==> src/rtl/logic_seq_pkg.sv <==
// Shared types and constants for the sliced bitwise logic unit.
// Contents: DATA_W, op_e (AND/OR/XOR/NOR), state_e (IDLE/BUSY/DONE),
// XOR_EN build flag and an op_supported() helper.
// Build option: define LOGIC_SEQ_XOR_EN to enable the XOR and NOR ops.
package logic_seq_pkg;

    localparam int unsigned DATA_W = 32;

    typedef enum logic [1:0] {
        OP_AND = 2'b00,
        OP_OR  = 2'b01,
        OP_XOR = 2'b10,
        OP_NOR = 2'b11
    } op_e;

    typedef enum logic [1:0] {
        ST_IDLE = 2'b00,
        ST_BUSY = 2'b01,
        ST_DONE = 2'b10
    } state_e;

`ifdef LOGIC_SEQ_XOR_EN
    localparam bit XOR_EN = 1'b1;
`else
    localparam bit XOR_EN = 1'b0;
`endif

    // AND/OR are always present; XOR/NOR only when the build enables them.
    function automatic logic op_supported(input op_e op);
        return (op == OP_AND) || (op == OP_OR) || XOR_EN;
    endfunction

endpackage

==> src/rtl/logic_seq_unit_slice.sv <==
// logic_slice: combinational SLICE_W-bit bitwise operator.
// Ports: op (operation), a/b (operand slices), res_c (slice result).
// Build option: LOGIC_SEQ_XOR_EN (via logic_seq_pkg::XOR_EN) enables XOR/NOR;
// without it those ops yield an all-zero slice.
module logic_slice
    import logic_seq_pkg::*;
#(
    parameter int unsigned SLICE_W = 8
) (
    input  op_e                op,
    input  logic [SLICE_W-1:0] a,
    input  logic [SLICE_W-1:0] b,
    output logic [SLICE_W-1:0] res_c
);

    always_comb begin
        res_c = '0;
        case (op)
            OP_AND: res_c = a & b;
            OP_OR:  res_c = a | b;
            OP_XOR: if (XOR_EN) res_c = a ^ b;
            OP_NOR: if (XOR_EN) res_c = ~(a | b);
            default: res_c = '0;
        endcase
    end

endmodule

==> src/rtl/logic_seq_unit.sv <==
// logic_seq_unit: sequential bitwise unit computing one SLICE_W-bit slice of
// a 32-bit AND/OR/XOR/NOR result per cycle, with valid/ready handshakes.
// Ports: clk, reset (async, active-high); in_valid/in_ready, op, a, b
// (request side); out_valid/out_ready, result, zero, illegal (response side).
// Build option: LOGIC_SEQ_XOR_EN enables XOR/NOR; otherwise those ops complete
// with result=0, zero=1, illegal=1 at the normal latency.
module logic_seq_unit
    import logic_seq_pkg::*;
#(
    parameter int unsigned SLICE_W = 8
) (
    input  logic              clk,
    input  logic              reset,
    input  logic              in_valid,
    output logic              in_ready,
    input  logic [1:0]        op,
    input  logic [DATA_W-1:0] a,
    input  logic [DATA_W-1:0] b,
    output logic              out_valid,
    input  logic              out_ready,
    output logic [DATA_W-1:0] result,
    output logic              zero,
    output logic              illegal
);

    localparam int unsigned N_SLICES = DATA_W / SLICE_W;
    localparam int unsigned CNT_W    = (N_SLICES > 1) ? $clog2(N_SLICES) : 1;
    localparam logic [CNT_W-1:0] LAST_CNT = CNT_W'(N_SLICES - 1);

    state_e              state_q, state_d;
    logic [CNT_W-1:0]    cnt_q, cnt_d;
    op_e                 op_q, op_d;
    logic [DATA_W-1:0]   a_q, a_d;
    logic [DATA_W-1:0]   b_q, b_d;
    logic [DATA_W-1:0]   result_q, result_d;
    logic                zero_q, zero_d;
    logic                illegal_q, illegal_d;
    logic                in_ready_q, in_ready_d;
    logic                out_valid_q, out_valid_d;

    logic [SLICE_W-1:0]  slice_a_c, slice_b_c, slice_res_c;

    // Select the operand slice addressed by the slice counter.
    always_comb begin
        slice_a_c = '0;
        slice_b_c = '0;
        for (int unsigned k = 0; k < N_SLICES; k++) begin
            if (cnt_q == CNT_W'(k)) begin
                slice_a_c = a_q[k*SLICE_W +: SLICE_W];
                slice_b_c = b_q[k*SLICE_W +: SLICE_W];
            end
        end
    end

    logic_slice #(
        .SLICE_W (SLICE_W)
    ) u_slice (
        .op    (op_q),
        .a     (slice_a_c),
        .b     (slice_b_c),
        .res_c (slice_res_c)
    );

    // Next-state and datapath update.
    always_comb begin
        state_d   = state_q;
        cnt_d     = cnt_q;
        op_d      = op_q;
        a_d       = a_q;
        b_d       = b_q;
        result_d  = result_q;
        zero_d    = zero_q;
        illegal_d = illegal_q;

        case (state_q)
            ST_IDLE: begin
                if (in_valid) begin
                    op_d     = op_e'(op);
                    a_d      = a;
                    b_d      = b;
                    cnt_d    = '0;
                    result_d = '0;
                    state_d  = ST_BUSY;
                end
            end
            ST_BUSY: begin
                for (int unsigned k = 0; k < N_SLICES; k++) begin
                    if (cnt_q == CNT_W'(k)) begin
                        result_d[k*SLICE_W +: SLICE_W] = slice_res_c;
                    end
                end
                cnt_d = cnt_q + CNT_W'(1);
                // Flags are judged on the fully assembled result, including this slice.
                if (cnt_q == LAST_CNT) begin
                    state_d   = ST_DONE;
                    zero_d    = (result_d == '0);
                    illegal_d = !op_supported(op_q);
                end
            end
            ST_DONE: begin
                if (out_ready) begin
                    state_d = ST_IDLE;
                end
            end
            default: state_d = ST_IDLE;
        endcase

        // Handshake outputs are registered decodes of the next state.
        in_ready_d  = (state_d == ST_IDLE);
        out_valid_d = (state_d == ST_DONE);
    end

    always_ff @(posedge clk or posedge reset) begin
        if (reset) begin
            state_q     <= ST_IDLE;
            cnt_q       <= '0;
            op_q        <= OP_AND;
            a_q         <= '0;
            b_q         <= '0;
            result_q    <= '0;
            zero_q      <= 1'b0;
            illegal_q   <= 1'b0;
            in_ready_q  <= 1'b1;
            out_valid_q <= 1'b0;
        end else begin
            state_q     <= state_d;
            cnt_q       <= cnt_d;
            op_q        <= op_d;
            a_q         <= a_d;
            b_q         <= b_d;
            result_q    <= result_d;
            zero_q      <= zero_d;
            illegal_q   <= illegal_d;
            in_ready_q  <= in_ready_d;
            out_valid_q <= out_valid_d;
        end
    end

    assign in_ready  = in_ready_q;
    assign out_valid = out_valid_q;
    assign result    = result_q;
    assign zero      = zero_q;
    assign illegal   = illegal_q;

endmodule

==> config.mk <==
export PLATFORM = sky130hd
export DESIGN_NAME = logic_seq_unit
export DESIGN_NICKNAME = d
export VERILOG_FILES = /design/src/rtl/logic_seq_pkg.sv /design/src/rtl/logic_seq_unit_slice.sv /design/src/rtl/logic_seq_unit.sv
export SDC_FILE = /design/constraint.sdc
export NUM_CORES = 1
export LEC_CHECK = 0
export ABC_CLOCK_PERIOD_IN_PS = 4600
export BUFFER_PORTS_ARGS = -buffer_cell sky130_fd_sc_hd__clkbuf_2
export CAP_MARGIN = 15
export CORE_MARGIN = 4
export CORE_UTILIZATION = 30
export DETAILED_ROUTE_END_ITERATION = 8
export PLACE_DENSITY_LB_ADDON = 0.12
export SLEW_MARGIN = 20
export SYNTH_ARGS = -nofsm -noshare
export SYNTH_HDL_FRONTEND = slang
export SYNTH_SLANG_ARGS = --single-unit
==> constraint.sdc <==
create_clock -name clk -period 4.6 [get_ports clk]
set_clock_uncertainty 0.1 [all_clocks]
set_input_delay 0.92 -clock clk [delete_from_list [all_inputs] [get_ports clk]]
set_output_delay 0.92 -clock clk [all_outputs]
set_load 0.1 [all_outputs]
==> results by group <==
STA
  • Final worst path period need: 3.63 ns
  • Period utilization: 78.8%
  • # setup viols final: 0
  • Max-slew violations: 0
  • Worst slew margin: 42.0%
  • Highest clock rate: 276 MHz
  • RSZ-0062 raised after global routing: false
  • Hold WS: 0.404 ns
  • Final hold vios: 0
  • Worst-margin pin slew: 0.870 ns
  • Setup_tns: 0 ns

Setup path
  • Crit-path max FO: 22
  • CP endpoint kind: register
  • Critical path required time: 4.76 ns
  • WP data arrival: 3.79 ns
  • Reg-to-reg slack, setup: 0.97 ns
  • FF-to-FF Start: cnt_q[0]
  • R2R cell count: 10
  • CP Class: reg2reg
  • Worst r2r dst: zero
  • CP Launch Type: register

Route
  • Routed len/inst: 18.9 um
  • Final ANT Viol Nets: 0
  • Drt initial violations: 224
  • WL final: 13400 um
  • Via-to-Cell Ratio: 4.94
  • Drt first pass iters: 7
  • Residual DRC count: 0
  • Via count: 3519

Synthesis
  • Fraction of the yosys area taken by sequential cells: 54.7%
  • Post-synth ARST share: 100%
  • Ys flop type: dfrtp_1
  • Cell variety after synth: 51
  • Syn Inst Count: 394
  • YS warnings: 0
  • Top-area cell type share of the netlist area: 54.2%
  • Synthesized area: 0.00485 sq mm
  • Cell taking the most area after synthesis: dfrtp_1
  • #FFs+latches synth: 106
  • Avg Cell Area, Syn: 12.3 sq um
  • Synth area leaders: dfrtp_1, mux2_2, a22o_1, nand2_1, a221oi_2
  • Number of synthesized flops with an enable pin: 0
  • Syn Nets: 468

Floorplan
  • Rows: 46
  • Die Wd: 135 um
  • Die area: 0.0183 sq mm
  • Die H: 135 um
  • Initial core utilization: 30.5%
  • Boundary Pins: 106
  • Floorplan core area: 0.0159 sq mm

Global route
  • Largest net degree at the start of global routing: 70
  • Global-route wire length before repair: 21500 um
  • Total GRT Usage: 15.4%
  • Initial antenna violation count: 0
  • Vias in the first global route: 3835
  • Overflow after GRT: 0

Cells and area
  • Footprint of the multi-input gates: 0.00204 sq mm
  • Area grow syn2layout: 21.0%
  • Storage element area: 0.00265 sq mm
  • ANT cells: 0
  • Layout cells sized above 1: 41.9%
  • Filler cell count: 1631
  • Final nets: 565
  • Commonest non-fill, non-tap cells in the layout: dfrtp_1, clkbuf_2, mux2_2, a22o_1, nand2_1
  • Finished Cell Area: 0.00587 sq mm

CTS
  • Post-CTS Setup Repair Bufs: 0
  • Clock slew at reported path FFs: 0.07 ns
  • TritonCTS Buffers: 9
  • H-tree Lvls: 3
  • Post-CTS Resized: 0
  • TritonCTS clock tree: yes
  • Clk root buf: clkbuf_16
  • Clock latency on the worst-skew pair: 0.36 ns
  • Post-CTS Hold Buffers: 0
  • Clk buf depth: 2
  • Clock sink count: 106

Min path
  • Hold depth: 1
  • Hold crit path type: reg2reg
  • Hold EP: result[31]
  • Hold_sp: result[31]

Placed design
  • Cell Area, Placed: 0.00557 sq mm
  • DP HPWL: 9830 um
  • Number of port buffers: 105
  • Routability cong.: 0.796

Job
  • Number of max-cap violations: 0

Run status
  • Status: completed
[state kept, by name (all words and copies together), names as in the netlist]
name       cells
out_valid      1
zero           1
op_q           2
illegal        1
result        32
cnt_q          2
a_q           32
in_ready       1
state_q        2
b_q           32
[worst max-delay path, cell delays in order, from the launching register on]
cell      delay [ns]
dfrtp_1         0.42
inv_1           0.10
ha_1            0.67
nand2b_1        0.46
o22a_1          0.31
and4_1          0.18
a21oi_1         0.24
a21boi_0        0.30
nand4_1         0.14
a2111o_1        0.40
o41ai_2         0.20
[through the flow]
stage / utilization (%) / cells / worst slack, ns
3_3_place_gp: 35.1 / 696 / 1.20
4_1_cts: 36.9 / 712 / 1.01
2_1_floorplan: - / 394 / 0.793
5_1_grt: 36.9 / 712 / 0.702
6_report: 36.9 / 712 / 0.974
3_5_place_dp: 35.1 / 696 / 1.01
[final cells by class]
type                            instances  share of cell area (%)
Sequential cell                       106                    45.2
Timing Repair Buffer                  111                    9.72
Clock inverter                          5                    1.07
Inverter                                9                   0.618
Multi-Input combinational cell        254                    34.8
Clock buffer                           11                    3.97
Tap cell                              216                    4.61
[cells in the mapped netlist (all sizes together), types with 4 or more instances]
master / n
a21oi: 6
a221oi: 13
a22o: 32
and3: 4
buf: 11
clkbuf: 14
dfrtp: 105
ha: 4
inv: 8
maj3: 7
mux2: 63
nand2: 30
nor2: 27
o21ai: 11
o22ai: 11
[how the worst max path moves through the flow]
stage                   from  endpoint  slack [ns]  depth (start not counted)
finish              cnt_q[0]      zero        0.97                         10
CTS                 cnt_q[0]      zero        1.01                         10
floorplan              reset    a_q[0]        0.79                          1
global placement    cnt_q[0]      zero        1.20                         10
global route        cnt_q[0]      zero        0.70                         10
detailed placement  cnt_q[0]      zero        1.01                         10
[per-layer routing]
layer | GRT usage (%) | part of all wire (%) | vias to the layer above
met1 | 21.0 | 45 | 1727
met3 | 4.53 | 5.9 | 16
met5 | 0 | 0 | -
met2 | 23.9 | 47 | 102
li1 | - | - | 1674
met4 | 4.14 | 1.6 | 0
[cell families (layout without fill, tap and decap cells)]
logic type | Yosys count | after routing | synth area share [%]
mux | 63 | 63 | 14.6
buf+inv | 34 | 136 | 3.35
compound gates | 97 | 97 | 16.5
flops | 106 | 106 | 54.7
simple gates | 83 | 83 | 8.15
fa+ha+maj | 11 | 11 | 2.63
Power is not shown: default switching activity piles up to over one toggle a cycle in this logic, so the estimate is an artifact.
